## src/rtl/btb_pkg.sv

```systemverilog
// btb_pkg -- shared types and constants for the set-associative branch target buffer.
//   btb_entry_t  : one BTB way (valid, tag, target, direction counter)
//   PC_INCR      : fall-through increment used on a miss
//   weakly_taken : counter initial value for a freshly allocated entry
// Tag and counter fields are sized for the largest legal configuration;
// narrower configurations keep the unused upper bits at zero.
package btb_pkg;

    localparam int unsigned TAG_MAX_W = 30;
    localparam int unsigned CTR_MAX_W = 4;
    localparam logic [31:0] PC_INCR   = 32'd4;

    typedef struct packed {
        logic                 valid;
        logic [TAG_MAX_W-1:0] tag;
        logic [31:0]          target;
        logic [CTR_MAX_W-1:0] counter;
    } btb_entry_t;

    // MSB of a bits-wide counter set, all lower bits clear.
    function automatic logic [CTR_MAX_W-1:0] weakly_taken(input int unsigned bits);
        logic [CTR_MAX_W-1:0] r;
        r = '0;
        r[bits-1] = 1'b1;
        return r;
    endfunction

endpackage

```

## src/rtl/sat_counter.sv

```systemverilog
// sat_counter -- next-state logic of a saturating up/down counter.
//   cnt_in  : current counter value
//   up      : 1 = increment, 0 = decrement
//   cnt_out : next value, held at 0 / all-ones instead of wrapping
module sat_counter #(
    parameter int unsigned W = 2
) (
    input  logic [W-1:0] cnt_in,
    input  logic         up,
    output logic [W-1:0] cnt_out
);

    always_comb begin
        cnt_out = cnt_in;
        if (up) begin
            if (cnt_in != '1) cnt_out = cnt_in + W'(1);
        end else begin
            if (cnt_in != '0) cnt_out = cnt_in - W'(1);
        end
    end

endmodule

```

## src/rtl/branch_target_buffer_assoc.sv

```systemverilog
// branch_target_buffer_assoc -- set-associative BTB with per-entry direction
// counters and tree pseudo-LRU replacement.
//   clk, clear_n            : clock, synchronous active-low reset
//   pc                      : lookup address (combinational lookup)
//   target, pred, hit       : predicted target, taken prediction, tag hit
//   update_en/_outcome      : resolve strobe and taken flag
//   update_pc/_target       : resolved branch address and target
// Optional feature macro BTB_STATS_EN adds stat_updates / stat_mispredicts.
module branch_target_buffer_assoc
    import btb_pkg::*;
#(
    parameter int unsigned SETS     = 16,
    parameter int unsigned WAYS     = 2,
    parameter int unsigned CTR_BITS = 2
) (
    input  logic        clk,
    input  logic        clear_n,
    input  logic [31:0] pc,
    input  logic        update_en,
    input  logic        update_outcome,
    input  logic [31:0] update_pc,
    input  logic [31:0] update_target,
    output logic [31:0] target,
    output logic        pred,
`ifdef BTB_STATS_EN
    output logic [31:0] stat_updates,
    output logic [31:0] stat_mispredicts,
`endif
    output logic        hit
);

    localparam int unsigned IDX_W  = $clog2(SETS);
    localparam int unsigned WAY_W  = (WAYS > 1) ? $clog2(WAYS) : 1;
    localparam int unsigned PLRU_W = (WAYS > 1) ? WAYS - 1 : 1;

    btb_entry_t        entries [SETS][WAYS];
    logic [PLRU_W-1:0] plru    [SETS];

    function automatic logic [TAG_MAX_W-1:0] tag_of(input logic [31:0] a);
        return TAG_MAX_W'(a >> (2 + IDX_W));
    endfunction

    // Tree bit = 1 means the victim lies on the upper-numbered side.
    // Bit 0 is the root; for 4 ways bits 1/2 choose within ways 0-1 / 2-3.
    function automatic logic [PLRU_W-1:0] plru_touch(input logic [PLRU_W-1:0] b,
                                                     input logic [WAY_W-1:0]  w);
        logic [2:0] t;
        logic [1:0] w2;
        t  = 3'(b);
        w2 = 2'(w);
        if (WAYS == 2) begin
            t[0] = ~w2[0];
        end else if (WAYS == 4) begin
            t[0] = ~w2[1];
            if (!w2[1]) t[1] = ~w2[0];
            else        t[2] = ~w2[0];
        end
        return PLRU_W'(t);
    endfunction

    function automatic logic [WAY_W-1:0] plru_victim(input logic [PLRU_W-1:0] b);
        logic [2:0] t;
        logic [1:0] v;
        t = 3'(b);
        v = '0;
        if (WAYS == 2)      v = {1'b0, t[0]};
        else if (WAYS == 4) v = t[0] ? {1'b1, t[2]} : {1'b0, t[1]};
        return WAY_W'(v);
    endfunction

    // Lookup port: reads registered state only, so same-cycle updates are not bypassed.
    logic [IDX_W-1:0] lk_idx;
    logic             lk_hit;
    logic [WAY_W-1:0] lk_way;

    always_comb begin
        lk_idx = pc[2 +: IDX_W];
        lk_hit = 1'b0;
        lk_way = '0;
        for (int unsigned w = 0; w < WAYS; w++) begin
            if (entries[lk_idx][w].valid && entries[lk_idx][w].tag == tag_of(pc)) begin
                lk_hit = 1'b1;
                lk_way = WAY_W'(w);
            end
        end
    end

    assign hit    = lk_hit;
    assign target = lk_hit ? entries[lk_idx][lk_way].target : pc + PC_INCR;
    assign pred   = lk_hit & entries[lk_idx][lk_way].counter[CTR_BITS-1];

    // Update port.
    logic [IDX_W-1:0]    up_idx;
    logic                up_hit;
    logic [WAY_W-1:0]    up_way;
    logic [WAY_W-1:0]    alloc_way;
    logic                found_inv;
    logic [WAY_W-1:0]    touch_way;
    logic [CTR_BITS-1:0] ctr_cur;
    logic [CTR_BITS-1:0] ctr_next;
    logic                up_pred;

    always_comb begin
        up_idx    = update_pc[2 +: IDX_W];
        up_hit    = 1'b0;
        up_way    = '0;
        alloc_way = plru_victim(plru[up_idx]);
        found_inv = 1'b0;
        for (int unsigned w = 0; w < WAYS; w++) begin
            if (entries[up_idx][w].valid && entries[up_idx][w].tag == tag_of(update_pc)) begin
                up_hit = 1'b1;
                up_way = WAY_W'(w);
            end
            if (!found_inv && !entries[up_idx][w].valid) begin
                alloc_way = WAY_W'(w);
                found_inv = 1'b1;
            end
        end
        touch_way = up_hit ? up_way : alloc_way;
        ctr_cur   = up_hit ? entries[up_idx][up_way].counter[CTR_BITS-1:0] : '0;
        up_pred   = up_hit & ctr_cur[CTR_BITS-1];
    end

    sat_counter #(.W(CTR_BITS)) u_ctr (
        .cnt_in  (ctr_cur),
        .up      (update_outcome),
        .cnt_out (ctr_next)
    );

    // Address LSBs never participate in indexing or tagging.
    logic unused_lsbs;
    assign unused_lsbs = ^update_pc[1:0];

    always_ff @(posedge clk) begin
        if (!clear_n) begin
            for (int unsigned s = 0; s < SETS; s++) begin
                plru[s] <= '0;
                for (int unsigned w = 0; w < WAYS; w++) entries[s][w] <= '0;
            end
        end else if (update_en) begin
            if (up_hit) begin
                entries[up_idx][up_way].counter <= CTR_MAX_W'(ctr_next);
                if (update_outcome) entries[up_idx][up_way].target <= update_target;
                plru[up_idx] <= plru_touch(plru[up_idx], touch_way);
            end else if (update_outcome) begin
                entries[up_idx][alloc_way] <= '{valid:   1'b1,
                                               tag:     tag_of(update_pc),
                                               target:  update_target,
                                               counter: weakly_taken(CTR_BITS)};
                plru[up_idx] <= plru_touch(plru[up_idx], touch_way);
            end
        end
    end

`ifdef BTB_STATS_EN
    always_ff @(posedge clk) begin
        if (!clear_n) begin
            stat_updates     <= '0;
            stat_mispredicts <= '0;
        end else if (update_en) begin
            if (stat_updates != '1) stat_updates <= stat_updates + 32'd1;
            if (up_pred != update_outcome && stat_mispredicts != '1)
                stat_mispredicts <= stat_mispredicts + 32'd1;
        end
    end
`endif

endmodule

```

## config.mk

```make
export PLATFORM = sky130hd
export DESIGN_NAME = branch_target_buffer_assoc
export DESIGN_NICKNAME = d
export VERILOG_FILES = /design/src/rtl/btb_pkg.sv /design/src/rtl/sat_counter.sv /design/src/rtl/branch_target_buffer_assoc.sv
export SDC_FILE = /design/constraint.sdc
export NUM_CORES = 2
export LEC_CHECK = 0
export BUFFER_PORTS_ARGS = -buffer_cell sky130_fd_sc_hd__buf_2
export CORE_MARGIN = 2
export CORE_UTILIZATION = 35
export DETAILED_ROUTE_END_ITERATION = 8
export PLACE_DENSITY_LB_ADDON = 0.05
export SLEW_MARGIN = 20
export SYNTH_ARGS = -nofsm -noshare
export SYNTH_HDL_FRONTEND = slang
export SYNTH_SLANG_ARGS = --single-unit
```

## constraint.sdc

```tcl
create_clock -name clk -period 7.96 [get_ports clk]
set_input_delay 1.592 -clock clk [delete_from_list [all_inputs] [get_ports clk]]
set_output_delay 1.592 -clock clk [all_outputs]
set_load 0.005 [all_outputs]
```

==> results.md <==
* Number of CTS-inserted buffers at 232
* Crit path required time at 6.37 ns
* Final HPWL DP at between 200,000 and 250,000 um
* Period minus WS final at around 7.8 ns
* Top cells by area in the synthesized netlist: sky130_fd_sc_hd__edfxtp_1 59%, sky130_fd_sc_hd__mux4_2 18%, sky130_fd_sc_hd__and2_1 4.9%
* Die extent in x at 533.5 um
* Final count of pins violating max slew at 0
* Clock slew at reported path FFs at 0.06 ns
* Max Cap Viol at 0
* Worst min-delay path category: reg -> reg
* Starting Density at around a third
* Uppermost layer routed: met5
* Antenna viol nets, final at 0
* Synthesized-area fraction occupied by xor and xnor cells at under 10%
* Dominant combinational cell family by area after synthesis: multiplexers
* Quantity of hold-fixing buffers added after cts at 0
* Setup Crit Path Kind: in -> out
* Root buffer cell: sky130_fd_sc_hd__clkbuf_16
* Fillers at 25,692
* Simple-Gate Fraction of Synth Area at 12.76%
* Global-route wire length before repair at 538,800 um
* Fraction of layout instances using a drive strength above 1 at between 20% and 30%
* Kind of start point of the critical path: input pin
* Overall routing resource usage at 27.23%
* Launching instance or port of the critical path: pc[2]
* CTS tree: yes
* Ys Warns at 0
* Number of sinks handled by clock tree synthesis at 1,968
* Core area at 0.2791 mm^2
* H-tree depth reported by CTS at 4
* Number of flops mapped to enable cells by yosys at 1,920
* Most numerous cell types in the synthesized netlist: 1,920 x sky130_fd_sc_hd__edfxtp_1, 776 x sky130_fd_sc_hd__mux4_2, 774 x sky130_fd_sc_hd__and2_1
* Relative slew margins at roughly 24%
* Post-cts gate resize count at 0
* Final instance area at roughly 0.11 mm^2
* Highest attainable clock frequency at 0.1281 GHz
* Total negative setup slack at 0 ns
* Post-CTS setup-driven buffer insertion count at 0
* Total global routing overflow at 0
* Maximum number of pins on one net before global-route repair at 150
* Final setup vio count at 0
* Area delta synth->final at 15.82%
* Arrival time at the worst endpoint at a little over 6 ns
* Period utilization at 98.10%
* Seq/Total Area, Yosys at 59.72%
* Post-synthesis adder-cell area fraction at less than 1%
* Maximum number of buffers from clock root to sink at 4
* Detailed-route wire length at between 300,000 and 400,000 um
* Logic pwr share at a little over a tenth
* Die span in y at 533.5 um
* Synth Cell Area at 0.09814 mm^2
* Worst clock skew at 0.06080 ns
* Number of design-rule violations left by the first detailed-router iteration at 6,867
* Final routed DRC violation total at 0
* Outcome: finished clean
* Met2 WL at around 190,000 um
* Internal power component at roughly 0.019 W
* Setup repair after global routing missed its margin: no
* Cell with the most instances after synthesis: sky130_fd_sc_hd__edfxtp_1
* Insertion delay to the later sink of the worst-skew pair at 0.93 ns
* Synthesized area per cell at ~15 um^2
* I/O Pins at 134
* Leakage at roughly 39 nW
* Critical hold path startpoint: entries[7][121]$_DFF_P_
* Actual transition at the worst max-transition pin at ~1.1 ns
* Part of the power in registers at 47.5%
* Detailed-router iteration count before antenna repair at 5
* Routed vias at 62,014
* Met3 wire length at 23,770 um
* Maximum vdd ir drop at 0.1770 mV
* Initial antenna violation count at 46
* Share of cell area taken by muxes after synthesis at 20.42%
* Top cell type by total area after synthesis: sky130_fd_sc_hd__edfxtp_1
* Placement Rows at 194
* NetSw at 0.006392 W
* Final hold slack at 0.4740 ns
* Routed metal-1 wire length at about 160,000 um
* Routability Congestion at 0.8562
* Critical register-to-register path startpoint: entries[11][95]$_DFFE_PP_
* Die Outline Area at 0.2847 mm^2
* Post-synthesis compound-gate area fraction at 2.542%
* Routed wire per std cell at 36.95 um
* Number of endpoints with negative hold slack in the final report at 0
* Maximum fanout along the worst path at 40
* Buffers on Ports at about 130
* NumNets Final at 6,762
* Syn Inst Count at about 6,600
* Fraction of power spent switching nets at about 25%
* Number of different library cells in the post-synthesis netlist at 72
* Power Dens Cells at 221.3 mW/mm^2
* Critical Path Sink Type: output port
* Vias per cell at between 5 and 6
* DP Area at 0.1064 mm^2
* Post-Synthesis Net Count at 6,670
* Final standard cell utilization of the core at 40.72%
* Design Power at approximately 0.025 W
* Count of state elements after synthesis at 1,968
* Ys flop type: sky130_fd_sc_hd__edfxtp_1
* Vias in the first global route at 63,247
* Share of flip-flops with an asynchronous set or reset at 0%
* Share of total power in the clock network at 41.5%
* Share of the synthesized area in the top cell type at 58.75%
==> logic make-up (layout without fill, tap and decap cells) <==
| family | count (synthesis) | after routing |
|---|---|---|
| and+or+nand+nor | 2317 | 2317 |
| DFF | 1968 | 1968 |
| muxes | 1027 | 1027 |
| buffers and inverters | 752 | 1039 |
| AOI/OAI and AO/OA | 369 | 369 |
| xor gates and xnor gates | 134 | 134 |
| adders and majority gates | 2 | 2 |
| other | 0 | 18 |
==> routing by layer <==
metal	vias to the layer above	track usage, %
li1	25768	-
met1	33403	36.93
met2	2279	45.21
met3	546	4.040
met4	18	8.180
met5	-	0
==> cell usage in the layout, fill, tap and decap left out, types with 9 or more instances in the layout <==
cell type	Yosys	routed
sky130_fd_sc_hd__a211oi_1	46	46
sky130_fd_sc_hd__a21o_1	20	20
sky130_fd_sc_hd__a21oi_1	64	63
sky130_fd_sc_hd__a22oi_1	51	51
sky130_fd_sc_hd__and2_1	774	773
sky130_fd_sc_hd__and3_1	276	276
sky130_fd_sc_hd__buf_12	0	128
sky130_fd_sc_hd__buf_2	134	123
sky130_fd_sc_hd__buf_4	35	334
sky130_fd_sc_hd__bufinv_16	0	14
sky130_fd_sc_hd__clkbuf_1	482	62
sky130_fd_sc_hd__clkbuf_16	0	238
sky130_fd_sc_hd__clkinv_1	3	58
sky130_fd_sc_hd__clkinv_2	0	42
sky130_fd_sc_hd__dfxtp_1	48	48
sky130_fd_sc_hd__diode_2	0	18
sky130_fd_sc_hd__edfxtp_1	1920	1920
sky130_fd_sc_hd__mux2_2	44	44
sky130_fd_sc_hd__mux2i_1	207	207
sky130_fd_sc_hd__mux4_2	776	776
sky130_fd_sc_hd__nand2_1	158	145
sky130_fd_sc_hd__nand2b_2	0	16
sky130_fd_sc_hd__nand3_1	36	31
sky130_fd_sc_hd__nand4_1	50	50
sky130_fd_sc_hd__nor2_1	372	358
sky130_fd_sc_hd__nor2_2	0	12
sky130_fd_sc_hd__nor3_1	574	556
sky130_fd_sc_hd__nor3_2	19	19
sky130_fd_sc_hd__nor3_4	0	18
sky130_fd_sc_hd__o21ai_0	90	50
sky130_fd_sc_hd__o21ai_4	0	41
sky130_fd_sc_hd__o22a_2	0	9
sky130_fd_sc_hd__o22ai_1	11	11
sky130_fd_sc_hd__xnor2_1	96	96
sky130_fd_sc_hd__xor2_1	38	38
==> area by class of cell <==
class / count / area [um^2] / area share, %
Multi-Input combinational cell: 3849 / 37280 / 32.79
Inverter: 18 / 76.32 / 0.06714
Clock inverter: 125 / 969.7 / 0.8530
Sequential cell: 1968 / 58620 / 51.57
Clock buffer: 304 / 6243 / 5.492
Timing Repair Buffer: 592 / 5787 / 5.091
Tap cell: 3724 / 4659 / 4.099
Antenna cell: 18 / 45.04 / 0.03962
==> state kept, by name, summed over array words and instances (netlist names) <==
name / flops
entries: 1952
plru: 16
==> worst paths after layout <==
| check | endpoint | slack [ns] | cells past startpoint |
|---|---|---|---|
| worst max-delay path | target[3] | 0.15 | 13 |
| worst min-delay path | entries[7][121]$_DFF_P_ | 0.47 | 2 |
| worst max register to register | entries[5][9]$_DFFE_PP_ | 3.02 | 10 |
| worst min register to register | entries[7][121]$_DFF_P_ | 0.47 | 2 |
==> stage by stage <==
stage / std cells / setup WS (ns)
2_1_floorplan: 6569 / 0.5323
3_3_place_gp: 10151 / 0.2213
3_5_place_dp: 10151 / 0.2725
4_1_cts: 10580 / 0.2545
5_1_grt: 10586 / 0.04148
6_report: 10598 / 0.1516
==> power by group through the flow <==
stage / logic (W) / registers, W / clock network, W
floorplan: 0.00148 / 0.0121 / 0
global placement: 0.00278 / 0.0122 / 0
detailed placement: 0.00278 / 0.0122 / 0
CTS: 0.00279 / 0.0120 / 0.0106
global route: 0.00286 / 0.0120 / 0.0110
finish: 0.00277 / 0.0119 / 0.0104
==> worst max-delay path, cell delays in order <==
cell and delay (ns):
sky130_fd_sc_hd__buf_8 0.29, sky130_fd_sc_hd__buf_12 0.33, sky130_fd_sc_hd__mux4_2 0.57, sky130_fd_sc_hd__mux4_2 0.48
sky130_fd_sc_hd__xnor2_1 0.53, sky130_fd_sc_hd__nand4_1 0.16, sky130_fd_sc_hd__nor4_1 0.32, sky130_fd_sc_hd__nand4_1 0.42
sky130_fd_sc_hd__buf_4 0.38, sky130_fd_sc_hd__buf_4 0.29, sky130_fd_sc_hd__mux2i_1 0.17, sky130_fd_sc_hd__a21oi_1 0.38
sky130_fd_sc_hd__buf_2 0.20
Power figures use the tool's default switching activity.
